$ cat config.mk
export PLATFORM = sky130hd
export DESIGN_NAME = sent_tx_scheduler
export DESIGN_NICKNAME = d
export VERILOG_FILES = /design/src/rtl/sent_tx_scheduler.sv
export SDC_FILE = /design/constraint.sdc
export NUM_CORES = 1
export LEC_CHECK = 0
export CORE_MARGIN = 1
export CORE_UTILIZATION = 50
export DETAILED_ROUTE_END_ITERATION = 6
export DONT_BUFFER_PORTS = 1
export SYNTH_ARGS = -nofsm -noshare
export SYNTH_HDL_FRONTEND = slang
export SYNTH_SLANG_ARGS = --single-unit
$ cat constraint.sdc
create_clock -name clk_tx -period 5.3 [get_ports clk_tx]
set_input_delay 1.06 -clock clk_tx [delete_from_list [all_inputs] [get_ports clk_tx]]
set_output_delay 1.06 -clock clk_tx [all_outputs]
set_load 0.01 [all_outputs]
$ cat src/rtl/sent_tx_scheduler.sv
// Round-robin launcher for up to four SENT message requesters driving one SENT TX control block.
// Optional completion timeout is compiled in with the SENT_TX_SCHED_TIMEOUT_EN macro.
module sent_tx_scheduler #(
    parameter int NUM_REQ        = 4,
    parameter int GAP_CYCLES     = 8,
    parameter int TIMEOUT_CYCLES = 65535
) (
    input  logic                    clk_tx,
    input  logic                    reset_n_tx,
    input  logic                    enable_i,
    input  logic [NUM_REQ-1:0]      req_i,
    input  logic [8*NUM_REQ-1:0]    id_i,
    input  logic [16*NUM_REQ-1:0]   data_i,
    input  logic [NUM_REQ-1:0]      format_i,
    input  logic [NUM_REQ-1:0]      config_i,
    output logic [NUM_REQ-1:0]      grant_o,
    output logic [NUM_REQ-1:0]      done_o,
    output logic                    busy_o,
    output logic                    timeout_o,
    output logic                    tx_enable_o,
    output logic                    tx_channel_format_o,
    output logic                    tx_config_bit_o,
    output logic [7:0]              tx_id_o,
    output logic [15:0]             tx_data_bit_field_o,
    input  logic                    tx_idle_i,
    output logic [1:0]              state_dbg_o
);

    // req_i is a level request: a slot is served when grant_o pulses for it, and its
    // id/data/format/config are captured on that same edge; afterwards req_i may drop or stay.

    typedef enum logic [1:0] {
        ST_IDLE      = 2'd0,
        ST_WAIT_DONE = 2'd1,
        ST_GAP       = 2'd2
    } state_e;

    localparam logic [7:0] GAP_LAST = 8'(GAP_CYCLES - 1);

    if (NUM_REQ != 4 || GAP_CYCLES < 1 || GAP_CYCLES > 255 ||
        TIMEOUT_CYCLES < 1 || TIMEOUT_CYCLES > 65535) begin : g_param_check
        $error("sent_tx_scheduler: parameter out of supported range");
    end

    state_e               state_q, state_d;
    logic [1:0]           last_grant_q, last_grant_d;
    logic [7:0]           gap_cnt_q, gap_cnt_d;
    logic                 idle_q, idle_d;
    logic [NUM_REQ-1:0]   grant_q, grant_d;
    logic [NUM_REQ-1:0]   done_q, done_d;
    logic                 busy_q, busy_d;
    logic                 timeout_q, timeout_d;
    logic                 tx_enable_q, tx_enable_d;
    logic                 tx_format_q, tx_format_d;
    logic                 tx_config_q, tx_config_d;
    logic [7:0]           tx_id_q, tx_id_d;
    logic [15:0]          tx_data_q, tx_data_d;
`ifdef SENT_TX_SCHED_TIMEOUT_EN
    localparam logic [15:0] TIMEOUT_LAST = 16'(TIMEOUT_CYCLES - 1);
    logic [15:0]          to_cnt_q, to_cnt_d;
`endif

    logic                 win_valid;
    logic [1:0]           win_idx;
    logic [1:0]           cand;
    logic                 idle_rise;

    // Search starts one past the last winner so every requester gets a turn.
    always_comb begin
        win_valid = 1'b0;
        win_idx   = last_grant_q;
        cand      = '0;
        for (int i = 1; i <= NUM_REQ; i++) begin
            cand = last_grant_q + 2'(i);
            if (!win_valid && req_i[cand]) begin
                win_valid = 1'b1;
                win_idx   = cand;
            end
        end
    end

    // idle_q holds tx_idle_i from the previous cycle, so a level already high at launch is not an edge.
    assign idle_rise = tx_idle_i & ~idle_q;

    always_comb begin
        state_d      = state_q;
        last_grant_d = last_grant_q;
        gap_cnt_d    = gap_cnt_q;
        idle_d       = tx_idle_i;
        grant_d      = '0;
        done_d       = '0;
        timeout_d    = 1'b0;
        tx_enable_d  = 1'b0;
        tx_format_d  = tx_format_q;
        tx_config_d  = tx_config_q;
        tx_id_d      = tx_id_q;
        tx_data_d    = tx_data_q;
`ifdef SENT_TX_SCHED_TIMEOUT_EN
        to_cnt_d     = to_cnt_q;
`endif
        case (state_q)
            ST_IDLE: begin
                if (enable_i && win_valid) begin
                    grant_d[win_idx] = 1'b1;
                    tx_enable_d      = 1'b1;
                    tx_format_d      = format_i[win_idx];
                    tx_config_d      = config_i[win_idx];
                    tx_id_d          = id_i[{win_idx, 3'b000} +: 8];
                    tx_data_d        = data_i[{win_idx, 4'b0000} +: 16];
                    last_grant_d     = win_idx;
                    state_d          = ST_WAIT_DONE;
`ifdef SENT_TX_SCHED_TIMEOUT_EN
                    to_cnt_d         = '0;
`endif
                end
            end
            ST_WAIT_DONE: begin
                if (idle_rise) begin
                    done_d[last_grant_q] = 1'b1;
                    gap_cnt_d            = '0;
                    state_d              = ST_GAP;
                end
`ifdef SENT_TX_SCHED_TIMEOUT_EN
                else if (to_cnt_q == TIMEOUT_LAST) begin
                    timeout_d = 1'b1;
                    gap_cnt_d = '0;
                    state_d   = ST_GAP;
                end else begin
                    to_cnt_d = to_cnt_q + 16'd1;
                end
`endif
            end
            ST_GAP: begin
                if (gap_cnt_q == GAP_LAST) begin
                    state_d = ST_IDLE;
                end else begin
                    gap_cnt_d = gap_cnt_q + 8'd1;
                end
            end
            default: begin
                state_d = ST_IDLE;
            end
        endcase
        busy_d = (state_d != ST_IDLE);
    end

    always_ff @(posedge clk_tx or negedge reset_n_tx) begin
        if (!reset_n_tx) begin
            state_q      <= ST_IDLE;
            last_grant_q <= 2'd3;
            gap_cnt_q    <= '0;
            idle_q       <= 1'b0;
            grant_q      <= '0;
            done_q       <= '0;
            busy_q       <= 1'b0;
            timeout_q    <= 1'b0;
            tx_enable_q  <= 1'b0;
            tx_format_q  <= 1'b0;
            tx_config_q  <= 1'b0;
            tx_id_q      <= '0;
            tx_data_q    <= '0;
`ifdef SENT_TX_SCHED_TIMEOUT_EN
            to_cnt_q     <= '0;
`endif
        end else begin
            state_q      <= state_d;
            last_grant_q <= last_grant_d;
            gap_cnt_q    <= gap_cnt_d;
            idle_q       <= idle_d;
            grant_q      <= grant_d;
            done_q       <= done_d;
            busy_q       <= busy_d;
            timeout_q    <= timeout_d;
            tx_enable_q  <= tx_enable_d;
            tx_format_q  <= tx_format_d;
            tx_config_q  <= tx_config_d;
            tx_id_q      <= tx_id_d;
            tx_data_q    <= tx_data_d;
`ifdef SENT_TX_SCHED_TIMEOUT_EN
            to_cnt_q     <= to_cnt_d;
`endif
        end
    end

    assign grant_o             = grant_q;
    assign done_o              = done_q;
    assign busy_o              = busy_q;
    assign timeout_o           = timeout_q;
    assign tx_enable_o         = tx_enable_q;
    assign tx_channel_format_o = tx_format_q;
    assign tx_config_bit_o     = tx_config_q;
    assign tx_id_o             = tx_id_q;
    assign tx_data_bit_field_o = tx_data_q;
    assign state_dbg_o         = state_q;

endmodule

# == After elaboration in Yosys (flattened, before gate mapping) ==
# Cells that the tools add are included.
# word_totals
regBits,49
inputBits,112
out_inout_bits,39
wordCells,83
# op_classes
addsub,4
n_lt_le_gt_ge,7
n_eq_ne,5
shifts,2
n_mux,37
bitwise,2
reduce_logical,14
# ops
cell,count
$shiftx A64 B7 Y16,1
$shiftx A32 B6 Y8,1
$mux W4,4
$mux W8,2
$pmux W8 S2,1
$lt A2 B3 Y1 const B,5
$mux W1,14
$mux W2,7
$bmux W1 S2,6
$add A8 B1 Y8 const B,1
$eq A8 B3 Y1 const B,1
$logic_and A1 B1 Y1,6
$pmux W2 S3,1
$add A2 B2 Y2 const B,2
$demux W1 S2,2
$ge A2 B1 Y1 const B,2
$ne A2 B2 Y1 const B,2
$reduce_bool A2 Y1,2
$logic_not A1 Y1,3
$reduce_and A3 Y1,1
$add A2 B1 Y2 const B,1
$eq A2 B1 Y1 const B,1
$eq A2 B2 Y1 const B,1
$logic_not A2 Y1,1
3 further kinds,3

# == Longest topological paths before layout ==
# logic_depth
ltp_word,19
mapped_depth,11
depth_no_buf,8

# == Worst setup path before layout ==
# Ideal clock, no wire load.
# synth_path
kind,input port to flip-flop
start,input port req_i[1]
end,register tx_format_q (netlist: tx_channel_format_o)
setup_ns,0.142
arrival_ns,2.650
t_required_ns,5.158
setup_slack_ns,2.508
path_stages,8
cell_sequence,mux4_2 nor2b_1 a211oi_2 xnor2_1 buf_6 buf_4 mux2i_1 o221ai_1
# synth_via
elab_chain_len,14
word_cells_on_any_way,26
classes_between,18 x mux; 8 x reduce/logical
# synth_rtl
element,line,text
start: declaration,11,"input logic [NUM_REQ-1:0] req_i,"
$bmux W1 S2,75,if (!win_valid && req_i[cand]) begin
$mux W1 (implied by the code),75,
$mux W1,75,
$logic_not A1 Y1,75,
$logic_and A1 B1 Y1,75,
$mux W1,75,
$logic_not A1 Y1,75,
$logic_and A1 B1 Y1,75,
$mux W1,75,
$logic_not A1 Y1,75,
$logic_and A1 B1 Y1,75,
$mux W2 / $mux W1 (equally long branches),75,
$bmux W1 S2 / $logic_and A1 B1 Y1 (equally long branches),"106, 103",
$mux W1 (implied by the code) / $reduce_and A2 Y1 (equally long branches),n/a,
end signal: assignment,175,tx_format_q <= tx_format_d;
end: declaration,54,"logic tx_format_q, tx_format_d;"
# Parallel ways exist; a longest one is shown, timed or not. The select of a mux whose other input is x is not followed.
# A chain may end at the register's enable or synchronous reset.

# == Final worst setup path ==
# layout_path
start,register last_grant_q[0]
end,register tx_id_q[5] (netlist: tx_id_o[5])
# layout_via
elab_chain_len,15
word_cells_on_any_way,28
classes_between,3 x add/sub; 1 x shift; 16 x mux; 8 x reduce/logical
# layout_rtl
element,line,text
start: declaration,46,"logic [1:0] last_grant_q, last_grant_d;"
start signal: assignment,167,last_grant_q <= last_grant_d;
"parallel branches: the longest is 15 deep, another holds $add A2 B1 Y2",n/a,
end signal: assignment,177,tx_id_q <= tx_id_d;
end: declaration,56,"logic [7:0] tx_id_q, tx_id_d;"
# Several ways; the timed one is not identified. The select of a mux whose other input is x is not followed.

==> impl_metrics.tcl <==
set metrics [dict create \
    finalCriticalPeriod_ns 3.20 \
    path_cells "inv_1 -> ha_1 -> mux4_2 -> nor2b_1 -> a211oi_2 -> xnor2_2 -> buf_4 -> mux2i_1 -> o221ai_1" \
    crit_slowest_cell "dfstp_2" \
    hold-worst-slack_ns 0.452 \
    synth_top_area_share_pct 41.8 \
    pin_count 151 \
    dieWidth_um 77 \
    async_flop_share_pct 100 \
    multiInputGateArea_um2 1450 \
    cts_resized 0 \
    holdCritPathClass "in2async" \
    ys_types 40 \
    chipHeight_um 77 \
    drtAntennaViolNets 0 \
    p_sw_w 0.000868 \
    avgSynthCellArea_um2 10.6 \
    grtUsageTotal_pct 20.4 \
    syn_nets 386 \
    worstSetupStartpointType "flip-flop" \
    dp_cells 321 \
    fillCellCount 470 \
    ys_warn_count 0 \
    hold_buffers 0 \
    dp_hpwl_um 4350 \
    area.growth.synth_to_final_pct 3.65 \
    grt_pass1_wl_um 9540 \
    total_power_w 0.00199 \
    routed_via_density 6.07 \
    first_global_vias 1899 \
    diodes 0 \
    timing.fmax_mhz 312 \
    port_buffers 0 \
    grt-ovfl-total 0 \
    rsz0062_at_grt "false" \
    yosys-top-cells-area "dfrtp_1, mux2i_1, o221ai_1" \
    arrival_ns 3.34 \
    cts_buffer_depth 2 \
    p_per_area_nw_per_um2 683 \
    hold_violations 0 \
    critical_path.top_delay_family "buffers and inverters" \
    start_util_pct 53.4 \
    clock_power_share_pct 11.5 \
    wl_um 6070 \
    cts_setup_buffers 0 \
    finalCritPeriodShare_pct 60.5 \
    clk_pin_slew_ns 0.09 \
    crit_path_end_kind "flip-flop" \
    yosysSeqAreaShare_pct 43.7 \
    internal-power_w 0.00112 \
    wl_per_cell_um 18.4 \
    clock_sinks 49 \
    cts_tree "done" \
    dieArea_um2 5930 \
    peakVddDrop_mv 0.271 \
    synthCells 265 \
    synthFlopType "dfrtp_1" \
    swShare_pct 43.6 \
    critical_path_peak_fanout 56 \
    combinationalPowerShare_pct 53.4 \
    p_leak_nw 1.39 \
    status "complete, no violations" \
    setup_viol 0 \
    first_pass_iters 6 \
    place_congestion 0.824 \
    antenna_found_initial 0 \
    fin_cells 329 \
    drv_slew 0 \
    cts_buffers 5 \
    drv_cap 0 \
    setup.worst_path.class "reg2reg" \
    drc 0 \
    num_vias 1998 \
    synth_edf_count 0 \
    pwr-share-seq_pct 35.0 \
    rows 26 \
    setup_tns_ns 0 \
    synth-seq-cells 49 \
    drt_iter0_markers 87 \
    clkLatencyLatePin_ns 0.30 \
    core_um2 5270 \
    regArea_um2 1230 \
    crit_buf_inv 2 \
    critPathMaxStageDelay_ns 0.71 \
    worstPathRequired_ns 5.43 \
    grt_max_degree 57 \
    netlist_area_um2 2810 \
    worstMarginPinSlew_ns 1.11 \
    cts_root_buf "clkbuf_8" \
    fin_nets 379 \
    relSlewSlack_pct 26.1 \
    cts_max_level 2 \
    drive_gt1_share_pct 7.34 \
    synth_top_cell_by_area "dfrtp_1" \
    finClkSkew_ns 0.0132 \
]
[cell type report]
class / instances / share of cell area, %
flip-flops and latches: 49 / 42.1
clock inverters: 2 / 0.472
multi-input cells: 189 / 49.6
clock buffers: 6 / 2.83
well taps: 70 / 3.00
inverters: 11 / 1.42
repair buffers: 2 / 0.515
[flip-flops by register name, indices dropped and copies added (netlist names), 2 cells and up]
| name | cells |
|---|---|
| grant_o | 4 |
| tx_id_o | 8 |
| tx_data_bit_field_o | 16 |
| state_dbg_o | 2 |
| done_o | 4 |
| gap_cnt_q | 8 |
| last_grant_q | 2 |
[Yosys cell counts, types with 3 or more instances]
cell type,n
o221ai_1,26
clkbuf_1,7
and2_1,4
inv_1,11
nor2_1,14
dfrtp_1,47
buf_4,3
mux2i_1,53
nand2_1,33
o21ai_0,5
ha_1,9
a21oi_1,6
nand3_1,5
buf_6,4
xnor2_1,3
nor3_1,3
[routing by layer]
metal	wire length [um]	share of wire (%)	vias to the layer above	global-route usage (%)
met4	35	0.58	0	5.28
met5	0	0	-	0
met2	2960	49	94	33.1
met3	426	7.0	4	5.36
met1	2640	44	948	26.9
li1	-	-	952	-
[worst reg2reg max path: cells and delay by family, from the launching register on]
| kind | cells | cell delay [ns] |
|---|---|---|
| multiplexers | 2 | 0.63 |
| adder cells (fa/ha/maj) | 1 | 0.36 |
| AO/OA/AOI/OAI | 2 | 0.40 |
| flip-flops | 1 | 0.71 |
| XOR/XNOR | 1 | 0.14 |
| buffers and inverters | 2 | 0.77 |
| AND/OR/NAND/NOR | 1 | 0.05 |
[logic make-up (layout without fill, tap and decap cells)]
group / after synthesis / in the layout / share of synthesized area, %
simple gates: 68 / 68 / 10.6
mux: 56 / 56 / 20.9
compound gates: 50 / 50 / 14.0
flops: 49 / 49 / 43.7
buf+inv: 27 / 21 / 5.16
fa+ha+maj: 9 / 9 / 4.00
xor+xnor: 5 / 5 / 1.56
other cells: 1 / 1 / 0.133
[power groups by stage]
stage | combinational (W) | sequential [W] | clock (W)
2_1_floorplan | 0.00100 | 0.000653 | 0
3_3_place_gp | 0.00106 | 0.000707 | 0
3_5_place_dp | 0.00108 | 0.000703 | 0
4_1_cts | 0.00108 | 0.000700 | 0.000239
5_1_grt | 0.00119 | 0.000715 | 0.000254
6_report | 0.00106 | 0.000698 | 0.000230
[layout by cell type (no fill, tap or decap), types with 5 or more instances in the layout]
cell      count
a21oi_1       6
clkbuf_8      6
dfrtp_1      47
ha_1          9
inv_1        11
mux2i_1      53
nand2_1      33
nand3_1       5
nor2_1       14
o21ai_0       5
o221ai_1     26
[metrics by stage]
| stage | setup WS, ns | instance area [um2] | util [%] |
|---|---|---|---|
| final | 2.10 | 2920 | 55.3 |
| after global routing | 1.90 | 2920 | 55.3 |
| after detailed placement | 1.82 | 2820 | 53.5 |
| after floorplan | 2.51 | 2810 | - |
| after global placement | 1.87 | 2820 | 53.5 |
| after CTS | 2.07 | 2920 | 55.3 |
[worst paths after layout]
check                                startpoint              end  slack (ns)  cells past startpoint
max in group asynchronous            reset_n_tx  last_grant_q[0]        4.63                      0
min in group clk_tx                gap_cnt_q[7]     gap_cnt_q[7]        0.56                      2
worst max register to register  last_grant_q[0]       tx_id_o[5]        2.10                      9
worst min register to register     gap_cnt_q[7]     gap_cnt_q[7]        0.56                      2
worst max-delay path            last_grant_q[0]       tx_id_o[5]        2.10                      9
worst min-delay path                 reset_n_tx   state_dbg_o[1]        0.45                      0
Note: power is estimated with default switching activity, not from simulation.
